$ cat src/rtl/ibuf_pkg.sv
// Shared widths and the queued entry type for the instruction buffer.
package ibuf_pkg;

    localparam int INSTR_W = 32;
    localparam int XLEN    = 64;
    localparam logic [XLEN-1:0] RESET_PC = 64'h8000_0000;

    // One queued fetch result; pc sits in the upper bits of the 96-bit word.
    typedef struct packed {
        logic [XLEN-1:0]    pc;
        logic [INSTR_W-1:0] instr;
    } entry_t;

endpackage

$ cat src/rtl/ibuf_mem.sv
// Entry storage for ibuf: DEPTH register slots, one write port, one async read port.
module ibuf_mem
    import ibuf_pkg::*;
#(
    parameter int DEPTH = 4,
    parameter int PTR_W = 2
) (
    input  logic             clk,
    input  logic             we,
    input  logic [PTR_W-1:0] waddr,
    input  entry_t           wdata,
    input  logic [PTR_W-1:0] raddr,
    output entry_t           rdata
);

    entry_t mem [DEPTH];

    // Storage is deliberately left out of reset; the pointers decide what is valid.
    always_ff @(posedge clk) begin
        if (we) begin
            mem[waddr] <= wdata;
        end
    end

    assign rdata = mem[raddr];

endmodule

$ cat src/rtl/ibuf.sv
// Instruction buffer between fetch and decode: FIFO of {pc, instr} with hold and flush.
// Define IBUF_BYPASS_EN to let an empty buffer forward the fetch input straight to decode.
module ibuf
    import ibuf_pkg::*;
#(
    parameter int DEPTH = 4,
    parameter int PTR_W = 2
) (
    input  logic               clk,
    input  logic               rst_n,
    input  logic [INSTR_W-1:0] i_instr,
    input  logic [XLEN-1:0]    i_pc,
    input  logic               i_instr_valid,
    input  logic               i_flush,
    output logic               o_hold,
    output logic [INSTR_W-1:0] o_instr,
    output logic [XLEN-1:0]    o_pc,
    output logic               o_valid,
    input  logic               i_ready,
    output logic [PTR_W:0]     o_count,
    output logic               o_overflow
);

    localparam logic [PTR_W:0] PTR_ONE  = (PTR_W+1)'(1);
    localparam logic [PTR_W:0] HOLD_LVL = (PTR_W+1)'(DEPTH - 1);

    logic [PTR_W:0] wr_ptr, rd_ptr;
    logic [PTR_W:0] wr_ptr_nxt, rd_ptr_nxt, count_nxt;
    logic           full, empty, push, pop;
    entry_t         wr_entry, rd_entry;

    assign full  = (wr_ptr[PTR_W] != rd_ptr[PTR_W]) &&
                   (wr_ptr[PTR_W-1:0] == rd_ptr[PTR_W-1:0]);
    assign empty = (wr_ptr == rd_ptr);
    assign pop   = ~empty & i_ready & ~i_flush;

    assign wr_entry.pc    = i_pc;
    assign wr_entry.instr = i_instr;

`ifdef IBUF_BYPASS_EN
    logic bypass;

    // An empty buffer hands the fetch input straight to decode; if decode
    // takes it this cycle it never touches the storage.
    assign bypass  = empty & i_instr_valid & ~i_flush;
    assign push    = i_instr_valid & ~full & ~i_flush & ~(bypass & i_ready);
    assign o_valid = ~empty | bypass;
    assign o_instr = ~empty ? rd_entry.instr : (bypass ? i_instr : '0);
    assign o_pc    = ~empty ? rd_entry.pc    : (bypass ? i_pc    : '0);
`else
    assign push    = i_instr_valid & ~full & ~i_flush;
    assign o_valid = ~empty;
    assign o_instr = empty ? '0 : rd_entry.instr;
    assign o_pc    = empty ? '0 : rd_entry.pc;
`endif

    always_comb begin
        wr_ptr_nxt = wr_ptr;
        rd_ptr_nxt = rd_ptr;
        if (i_flush) begin
            wr_ptr_nxt = '0;
            rd_ptr_nxt = '0;
        end else begin
            if (push) wr_ptr_nxt = wr_ptr + PTR_ONE;
            if (pop)  rd_ptr_nxt = rd_ptr + PTR_ONE;
        end
    end

    assign count_nxt = wr_ptr_nxt - rd_ptr_nxt;

    // Hold is taken from the next-state count so fetch sees it one cycle early.
    always_ff @(posedge clk) begin
        if (!rst_n) begin
            wr_ptr     <= '0;
            rd_ptr     <= '0;
            o_count    <= '0;
            o_hold     <= 1'b0;
            o_overflow <= 1'b0;
        end else begin
            wr_ptr     <= wr_ptr_nxt;
            rd_ptr     <= rd_ptr_nxt;
            o_count    <= count_nxt;
            o_hold     <= (count_nxt >= HOLD_LVL);
            o_overflow <= i_instr_valid & full & ~i_flush;
        end
    end

    ibuf_mem #(
        .DEPTH (DEPTH),
        .PTR_W (PTR_W)
    ) u_mem (
        .clk   (clk),
        .we    (push),
        .waddr (wr_ptr[PTR_W-1:0]),
        .wdata (wr_entry),
        .raddr (rd_ptr[PTR_W-1:0]),
        .rdata (rd_entry)
    );

endmodule

$ cat config.mk
export PLATFORM = sky130hd
export DESIGN_NAME = ibuf
export DESIGN_NICKNAME = d
export VERILOG_FILES = /design/src/rtl/ibuf_pkg.sv /design/src/rtl/ibuf_mem.sv /design/src/rtl/ibuf.sv
export SDC_FILE = /design/constraint.sdc
export NUM_CORES = 1
export LEC_CHECK = 0
export BUFFER_PORTS_ARGS = -buffer_cell sky130_fd_sc_hd__buf_2
export CORE_MARGIN = 4
export CORE_UTILIZATION = 56
export DETAILED_ROUTE_END_ITERATION = 16
export PLACE_DENSITY = 0.84
export SLEW_MARGIN = 20
export SYNTH_ARGS = -nofsm -noshare
export SYNTH_HDL_FRONTEND = slang
export SYNTH_SLANG_ARGS = --single-unit
$ cat constraint.sdc
create_clock -name clk -period 7.1 [get_ports clk]
set_input_delay 1.065 -clock clk [delete_from_list [all_inputs] [get_ports clk]]
set_output_delay 1.065 -clock clk [all_outputs]
set_load 0.05 [all_outputs]
==> metrics.yaml, run 1 <==
clock_latency_ns: 0.51
core-area_sq_um: 26300
final.setup.tns_ns: 0
synth-edff-count: 384
drc: 0
grt_max_degree: 57
setup_viol: 0
status: "finished, final reports clean"
maxCapViolCount: 0
switching_share_pct: 21.7
slew_headroom_pct: 39.4
dp_hpwl_mm: 17.3
grt_util_all_layers_pct: 20.0
synthDistinctLibCells: 28
synth_area_leaders: "edfxtp_1, mux4_2, and2_1"
fmax_ghz: 0.214
cts.htree.levels: 2
final_cell_mix: "edfxtp_1, buf_2, and2_1, mux4_2, clkbuf_16"
setup_slack_ns: 2.42
p_clk_share_pct: 39.5
synth_top_family_by_area: "multiplexers"
crit_path_max_fanout: 53
maxSlewViolCount: 0
ys_async_sr_fraction_pct: 0
yosys.area_share.simple_pct: 5.07
cts.reportedPaths.clkPinSlew_ns: 0.06
worstPathArrival_ns: 3.62
layout_commonest_cell: "edfxtp_1"
synth_mux_area_share_pct: 14.6
cts_tree: "done"
fin_util_pct: 67.3
ir_worst_vdd_v: 0.000200
fp.dieArea_sq_um: 29700
yosys.area.top_type_share_pct: 76.4
grt_pass1_vias: 7776
yosys_warnings: 0
critPathLaunchType: "flop"
fin_total_pwr_uw: 4870
area_delta_synth_final_pct: 17.1
clk_path_buf_depth: 3
p_comb_share_pct: 6.8
p_int_uw: 3810
cts_hold_repair.buffers: 0
rows: 59
syn_nets: 792
leakage_uw: 0.00609
drt_pre_antenna_iters: 5
cts_sinks: 395
overflow: 0
via_per_inst: 5.74
finalNonFillerCells: 1272
fin_skew_ns: 0.0122
first_iter_violations: 638
synth-main-ff-cell: "edfxtp_1"
syn_area_per_cell_sq_um: 22.1
fin_nets: 1011
endpoint_kind: "output pin"
period_share_pct: 65.9
antenna_found_initial: 9
synth_fa_ha_area_share_pct: 0.630
seq_power_share_pct: 53.7
vias: 7295
yosys.area.top_type: "edfxtp_1"
gp_congestion: 0.743
root_buffer: "clkbuf_16"
rsz0062_at_grt: "false"
drtAntennaViolNets: 0
finalWirelength_mm: 29.2
drive_above_1_share_pct: 39.4
synth_xor_area_share_pct: 0.348
grt_pass1_wl_mm: 45.0
floorplan.initialDensity_pct: 57.5
cellPowerDensity_nw_per_um2: 275
criticalPathCategory: "flop to output pin"
period_minus_slack_ns: 4.68
ys_seq_area_share_pct: 77.8
power.switching_uw: 1060
synth_seq_cells: 395
die_y_um: 172
worst-slew-pin-transition_ns: 0.909
syn_area_sq_um: 15100
required_ns: 6.03
die-width_um: 172
cts_resized: 0
place_inst: 1196
post_cts_buffers: 0
wire_per_inst_um: 23.0
synth_cells: 684
finalHoldViolCount: 0
dpl_worst_slack_ns: 2.86
pin_count: 203
cts-buffers-inserted: 40
min_path_type: "flop to flop"
io_buffers: 202
synth_compound_area_share_pct: 0.522
-- sequential cells by signal, summed over array words and instances, names as in the netlist --
| register | cells |
|---|---|
| o_hold | 1 |
| wr_ptr | 3 |
| rd_ptr | 3 |
| o_count | 3 |
| o_overflow | 1 |
| u_mem.mem | 384 |
-- layer usage --
| layer | up-vias | global-route usage, % | part of all wire (%) |
|---|---|---|---|
| li1 | 3221 | - | - |
| met1 | 3749 | 27.8 | 40 |
| met2 | 259 | 33.1 | 51 |
| met3 | 60 | 4.02 | 6.6 |
| met4 | 6 | 5.47 | 2.2 |
| met5 | - | 0 | 0.14 |
-- synthesized netlist by cell type (all sizes together) (3+ instances only) --
library cell and n:
edfxtp 384, and2 102, mux4 96, clkbuf 21
buf 12, dfxtp 11, nor2 9, ha 6
nand2 6, inv 4, o21ai 4, xnor2 4
nor2b 3, nor3 3, nor4 3
-- power by group through the flow --
stage               clock network [uW]  logic, uW  registers [uW]
finish                            1920        332            2610
global route                      2070        355            2610
CTS                               1950        336            2610
detailed placement                   0        335            2660
global placement                     0        327            2660
floorplan                            0        217            2660
-- final timing paths --
kind,start,end,slack (ns),depth (start not counted)
worst max-delay path,rd_ptr[1],o_pc[30],2.42,6
worst min-delay path,rd_ptr[2],rd_ptr[2],0.67,3
worst max register to register,rd_ptr[1],u_mem.mem[1][33],3.16,5
worst min register to register,rd_ptr[2],rd_ptr[2],0.67,3
-- through the flow --
step	hold slack (ns)	cell area [sq um]
final	0.669	17700
after global routing	0.737	17700
after CTS	0.658	17700
after detailed placement	0.648	16500
after global placement	0.622	16500
after floorplan	0.589	15100
-- kinds of logic (layout without fill, tap and decap cells) --
group | Yosys count | in the layout
buf+inv | 37 | 284
mux | 99 | 99
xor+xnor | 6 | 6
compound gates | 11 | 11
fa+ha+maj | 7 | 7
other cells | 0 | 6
flops | 395 | 395
simple gates | 129 | 129
-- worst max-delay path: stages (launching register included) --
cell and delay [ns]:
dfxtp_4 0.87, xnor2_1 0.20, and2_1 0.29, nand2_2 0.68, buf_4 0.53, and2_1 0.24, buf_2 0.28
-- cell type report --
type	instances	area, sq um
Clock inverter	17	115
Tap cell	335	419
Inverter	4	15.0
Fill cell	1704	8600
Clock buffer	53	1080
Antenna cell	6	15.0
Timing Repair Buffer	210	1070
Multi-Input combinational cell	252	3200
Sequential cell	395	11800
Note: power is estimated with default switching activity, not from simulation.
==> inputs of run 2 (changes only) <==
ABC_AREA = 1   (was default)
clock period = 4.5 ns   (was 7.1 ns; I/O delays follow)
==> run 2 against run 1 <==
Die area grew 2.5%. Synthesized cell count grew 78%. Sequential power grew 58%. Synthesized area grew 2.6%. Critical path depth grew 1. Design area grew 2.3%. Setup slack lost 1.4 ns. Count of clock-buffer cells in the layout shrank 7. Clock skew is essentially flat. Combinational power grew 150%. Hold slack lost 0.30 ns. Wire length grew 16%. Largest power group unchanged.
==> metrics.yaml, run 2 <==
rows: 60  # was 59
crit_path_max_fanout: 97  # was 53
finalHoldViolCount: 0  # unchanged
ys_seq_area_share_pct: 75.8  # was 77.8%
yosysMostFrequentCell: "edfxtp_1"  # unchanged
die_y_um: 174  # was 172 um
finalWirelength_mm: 33.9  # was 29.2 mm
synthDistinctLibCells: 25  # was 28
overflow: 0  # unchanged
synth_xor_area_share_pct: 0.105  # was 0.348%
vias: 10200  # was 7,295
dpl_worst_slack_ns: 1.63  # was 2.86 ns
largest_register_ffs: 384  # unchanged
rsz0062_at_grt: "false"  # unchanged
final_cell_mix: "edfxtp_1, nor2_1, buf_2, o21ai_0, nand2_1"  # was edfxtp_1, buf_2, and2_1, mux4_2, clkbuf_16
synth-edff-count: 384  # unchanged
period_minus_slack_ns: 3.47
synth_fa_ha_area_share_pct: 0.614  # was 0.630%
leakage_uw: 0.00723  # was 0.00609 uW
first_iter_violations: 953  # was 638
cts-buffers-inserted: 40  # unchanged
area_delta_synth_final_pct: 16.8  # was 17.1%
cellPowerDensity_nw_per_um2: 441  # was 275 nW/um^2
synth-main-ff-cell: "edfxtp_1"  # unchanged
yosys.area_share.simple_pct: 8.37  # was 5.07%
cts_resized: 0  # unchanged
die-width_um: 174  # was 172 um
clk_path_buf_depth: 3  # unchanged
yosys_warnings: 0  # unchanged
gp_congestion: 0.748  # was 0.743
maxCapViolCount: 0  # unchanged
yosys.area.top_type: "edfxtp_1"  # unchanged
drc: 0  # unchanged
min_path_type: "input pin to flop"  # was flop to flop
nFillCells: 1845  # was 1,704
synth_compound_area_share_pct: 10.3  # was 0.522%
grt_pass1_vias: 10200  # was 7,776
grt_max_degree: 161  # was 57
drt_pre_antenna_iters: 5  # unchanged
setup_slack_ns: 1.03  # was 2.42 ns
cts_sinks: 395  # unchanged
syn_area_per_cell_sq_um: 12.7  # was 22.1 sq um
grt_util_all_layers_pct: 21.7  # was 20.0%
top_register: "u_mem.mem"  # unchanged
synth_mux_area_share_pct: 0  # was 14.6%
ir_worst_vdd_v: 0.000359  # was 0.000200 V
worstPathArrival_ns: 2.79  # was 3.62 ns
criticalPathCategory: "flop to output pin"  # unchanged
fin_skew_ns: 0.0124  # was 0.0122 ns
setup_viol: 0  # unchanged
slew_headroom_pct: 29.3  # was 39.4%
status: "finished, final reports clean"  # unchanged
pin_count: 203  # unchanged
io_buffers: 202  # unchanged
layout_commonest_cell: "edfxtp_1"  # unchanged
synth_cells: 1220  # was 684
design_area_sq_um: 18100  # was 17,700 sq um
antenna_found_initial: 9  # unchanged
placedInstanceArea_sq_um: 16900  # was 16,500 sq um
wire_per_inst_um: 18.7  # was 23.0 um
critPathLaunchType: "flop"  # unchanged
required_ns: 3.83  # was 6.03 ns
drtAntennaViolNets: 0  # unchanged
fp.dieArea_sq_um: 30400  # was 29,700 sq um
ys_top_cells_by_count: "edfxtp_1, nor2_1, o21ai_0"  # was edfxtp_1, and2_1, mux4_2
cts.reportedPaths.clkPinSlew_ns: 0.06  # about the same
syn_area_sq_um: 15500  # was 15,100 sq um
synth_seq_cells: 395  # unchanged
fmax_ghz: 0.288
core-area_sq_um: 27100  # was 26,300 sq um
cts_tree: "done"  # unchanged
syn_nets: 1328  # was 792
fin_nets: 1511  # was 1,011
grt_pass1_wl_mm: 52.8  # was 45.0 mm
via_per_inst: 5.61  # was 5.74
synth_area_leaders: "edfxtp_1, o21ai_0, nor2_1"  # was edfxtp_1, mux4_2, and2_1
ys_async_sr_fraction_pct: 0  # unchanged
floorplan.initialDensity_pct: 57.2  # was 57.5%
synth_top_family_by_area: "compound AO/OA/AOI/OAI gates"  # was multiplexers
drive_above_1_share_pct: 19.9  # was 39.4%
root_buffer: "clkbuf_16"  # unchanged
worst-slew-pin-transition_ns: 1.06  # was 0.909 ns
endpoint_kind: "output pin"  # unchanged
yosys.area.top_type_share_pct: 74.4  # was 76.4%
clock_latency_ns: 0.51  # about the same
cts.htree.levels: 2  # unchanged
dp_hpwl_mm: 18.4  # was 17.3 mm
maxSlewViolCount: 0  # unchanged
post_cts_buffers: 0  # unchanged
period_share_pct: 77.1
cts_hold_repair.buffers: 0  # unchanged
==> run 2: final timing paths <==
kind / start / to / slack, ns / depth (start not counted)
worst min register to register: rd_ptr[2] / o_overflow / 0.66 / 4
worst min-delay path: i_pc[0] / u_mem.mem[0][32] / 0.37 / 1
worst max register to register: rd_ptr[0] / o_hold / 1.63 / 12
worst max-delay path: rd_ptr[1] / o_instr[24] / 1.03 / 7
==> run 2: power by group <==
group | switching (uW) | internal, uW
Sequential | 23.9 | 4110
Combinational | 636 | 189
Clock | 1290 | 1720
==> run 2: layout make-up <==
class                      instances  area [sq um]  area share [%]
tap                              372           465            2.57
timing repair buffer             215          1170            6.47
sequential                       395         11800            65.0
antenna                            8          20.0           0.111
clock inverter                    24           155           0.858
clock buffer                      46          1040            5.77
inverter                         114           433            2.39
multi-input combinational        637          3040            16.8
==> run 2: critical path, stage by stage, from the launching register on <==
cell and delay, ns:
dfxtp_4 0.40, inv_2 0.07, buf_4 0.76, o21ai_0 0.31, o22ai_1 0.21, nand2_1 0.09, inv_1 0.08, buf_2 0.26
==> run 2: kinds of logic after synthesis <==
group,Yosys count
simple gates,336
compound gates,293
fa+ha+maj,7
xor+xnor,1
flops,395
buf+inv,188
==> run 2: per-stage QoR <==
stage	total power [uW]	std cells	utilization [%]	hold slack (ns)	TNS (ns)
final	7970	1811	66.8	0.374	0
after global routing	8260	1810	66.7	0.364	0
after CTS	8020	1803	66.7	0.355	0
after detailed placement	5030	1733	62.3	0.655	0
after global placement	5010	1733	62.3	0.643	0
after floorplan	4780	1220	-	0.592	-422.73
==> run 2: routing by layer <==
metal  vias to the layer above  routed length (um)  part of all wire (%)  global-route usage [%]
met5                         -                  22                 0.065                       0
met4                         4                 913                   2.7                    7.95
met3                        82                2530                   7.5                    4.00
met2                       477               17400                    51                    38.4
met1                      4905               13000                    39                    26.9
li1                       4697                   -                     -                       -
==> inputs of run 3 (changes only) <==
ABC_AREA = 0   (was 1)
CORE_UTILIZATION = 52   (was 56)
PLACE_DENSITY = 0.82   (was 0.84)
clock period = 2.8 ns   (was 4.5 ns; I/O delays follow)
==> run 3 against run 2 <==
Combinational power up 6.9%. Clock skew down 0.0045 ns. Design area decreased by 0.38%. Sequential power grew 60%. Sequential share of layout area is 0.25 points higher. Register-to-register slack got worse by 1.4 ns. First-iteration DRC count shrank 47%. Critical endpoint is now o_pc[35]. Highest routed layer unchanged.
==> metrics.yaml, run 3 (same netlist as run 1, synthesis figures left out) <==
cts-buffers-inserted: 40  # unchanged
fin_skew_ns: 0.00793  # was 0.0124 ns
cts_sinks: 395  # unchanged
io_buffers: 202  # unchanged
area_delta_synth_final_pct: 19.4  # was 16.8%
overflow: 0  # unchanged
period_minus_slack_ns: 2.68
maxSlewViolCount: 0  # unchanged
wire_per_inst_um: 21.6  # was 18.7 um
fp.dieArea_sq_um: 31800  # was 30,400 sq um
cts_hold_repair.buffers: 0  # unchanged
final.setup.tns_ns: 0  # unchanged
die_y_um: 178  # was 174 um
pin_count: 203  # unchanged
layout_commonest_cell: "edfxtp_1"  # unchanged
criticalPathCategory: "flop to output pin"  # unchanged
finalNonFillerCells: 1324  # was 1,811
grt_pass1_wl_mm: 42.7  # was 52.8 mm
grt_util_all_layers_pct: 17.6  # was 21.7%
setup_viol: 0  # unchanged
clock_latency_ns: 0.51  # about the same
grt_max_degree: 99  # was 161
required_ns: 2.38  # was 3.83 ns
endpoint_kind: "output pin"  # unchanged
finalWirelength_mm: 28.6  # was 33.9 mm
core-area_sq_um: 28700  # was 27,100 sq um
leakage_uw: 0.00620  # was 0.00723 uW
floorplan.initialDensity_pct: 52.6  # was 57.2%
path_cells: "buf_12, mux4_2, and2_1, buf_2"  # was inv_2, buf_4, o21ai_0, o22ai_1, nand2_1, inv_1, buf_2
status: "finished, final reports clean"  # unchanged
post_cts_buffers: 0  # unchanged
cts_tree: "done"  # unchanged
drc: 0  # unchanged
critPathLaunchType: "flop"  # unchanged
maxCapViolCount: 0  # unchanged
via_per_inst: 5.51  # was 5.61
cts.htree.levels: 2  # unchanged
first_iter_violations: 509  # was 953
root_buffer: "clkbuf_16"  # unchanged
drive_above_1_share_pct: 40.0  # was 19.9%
min_path_type: "input pin to flop"  # unchanged
use_met3_pct: 4.15  # was 4.00%
period_share_pct: 95.8
ir_worst_vdd_v: 0.000715  # was 0.000359 V
gp_congestion: 0.751  # was 0.748
use_met1_pct: 23.1  # was 26.9%
largest_register_ffs: 384  # unchanged
crit_slowest_cell: "mux4_2"  # was buf_4
finalHoldViolCount: 0  # unchanged
dp_hpwl_mm: 16.6  # was 18.4 mm
slew_headroom_pct: 56.4  # was 29.3%
die-width_um: 178  # was 174 um
fmax_ghz: 0.373
vias: 7289  # was 10,200
cellPowerDensity_nw_per_um2: 691  # was 441 nW/um^2
fin_total_pwr_uw: 12400  # was 7970 uW
cts.reportedPaths.clkPinSlew_ns: 0.06  # about the same
rows: 62  # was 60
fin_nets: 1020  # was 1,511
crit_path_max_fanout: 46  # was 97
grt_busiest_layer: "met2"  # unchanged
met2_usage_pct: 29.7  # was 38.4%
final_cell_mix: "edfxtp_1, buf_2, and2_1, mux4_2, clkbuf_16"  # was edfxtp_1, nor2_1, buf_2, o21ai_0, nand2_1
worst-slew-pin-transition_ns: 0.654  # was 1.06 ns
grt_pass1_vias: 7554  # was 10,200
top_register: "u_mem.mem"  # unchanged
clk_path_buf_depth: 3  # unchanged
place_inst: 1253  # was 1,733
critPathMaxStageDelay_ns: 0.59  # was 0.76 ns
drtAntennaViolNets: 0  # unchanged
drt_pre_antenna_iters: 5  # unchanged
worstPathArrival_ns: 2.26  # was 2.79 ns
rsz0062_at_grt: "false"  # unchanged
antenna_found_initial: 8  # was 9
crit_family: "multiplexers"  # was buffers and inverters
critical_path_buf_inv_count: 2  # was 4
run 3: cell types whose count changed in the layout (fill, tap and decap cells not counted), moves of 96 or more:
cell     before  now
o21ai_0     194    4
nor2_1      202    9
and2_1        1   98
o22ai_1      96    0
nand2_1     115    5
inv_1       112    4
mux4_2        0   96
run 3: cell type report:
cell class / count / area, sq um
fill: 1976 / 10700
sequential: 395 / 11800
antenna: 2 / 5.00
multi-input combinational: 252 / 3210
tap: 384 / 480
inverter: 4 / 15.0
timing repair buffer: 219 / 1330
clock inverter: 19 / 160
clock buffer: 49 / 1060
run 3: metal layers:
metal  vias up  share of wire, %  wire (um)
met3        71               7.1       2030
li1       3231                 -          -
met2       273                51      14600
met4        12               2.4        693
met5         -              0.24         69
met1      3702                39      11300
run 3: worst reg2reg max path: stages (launching register included):
cell and delay, ns:
dfxtp_1 0.34, xnor2_1 0.24, nand2_1 0.12, o21ai_0 0.26, xnor2_1 0.13, or2_2 0.28
ha_1 0.22, fa_1 0.43, nor4_2 0.33, o31a_1 0.16
run 3: worst paths after layout:
path | slack, ns | from | cells past startpoint | end
worst max-delay path | 0.12 | rd_ptr[0] | 4 | o_pc[35]
worst min-delay path | 0.12 | i_pc[49] | 1 | u_mem.mem[1][81]
worst max register to register | 0.23 | wr_ptr[0] | 9 | o_hold
worst min register to register | 0.66 | rd_ptr[1] | 3 | o_overflow
run 3: power by group:
part           switching [uW]  internal (uW)  leakage [uW]  total (uW)
sequential               23.7           6590       0.00358        6620
combinational             598            284       0.00203         882
clock                    2010           2940      0.000592        4950
run 3: metrics by stage:
| stage | utilization [%] | hold WS [ns] | cell area, sq um | worst slack [ns] |
|---|---|---|---|---|
| final | 62.8 | 0.122 | 18000 | 0.119 |
| after global routing | 62.8 | 0.0979 | 18000 | 0.00984 |
| after CTS | 62.6 | 0.103 | 18000 | 0.00629 |
| after detailed placement | 58.4 | 0.637 | 16800 | 0.285 |
| after global placement | 58.4 | 0.615 | 16800 | 0.301 |
| after floorplan | - | 0.496 | 15100 | -0.186 |
run 3: what timing repair did:
item | 4_1_cts | 5_1_grt
resized for setup | 1 | 2
gates cloned | 0 | 1
setup endpoints to repair | 1 | 55
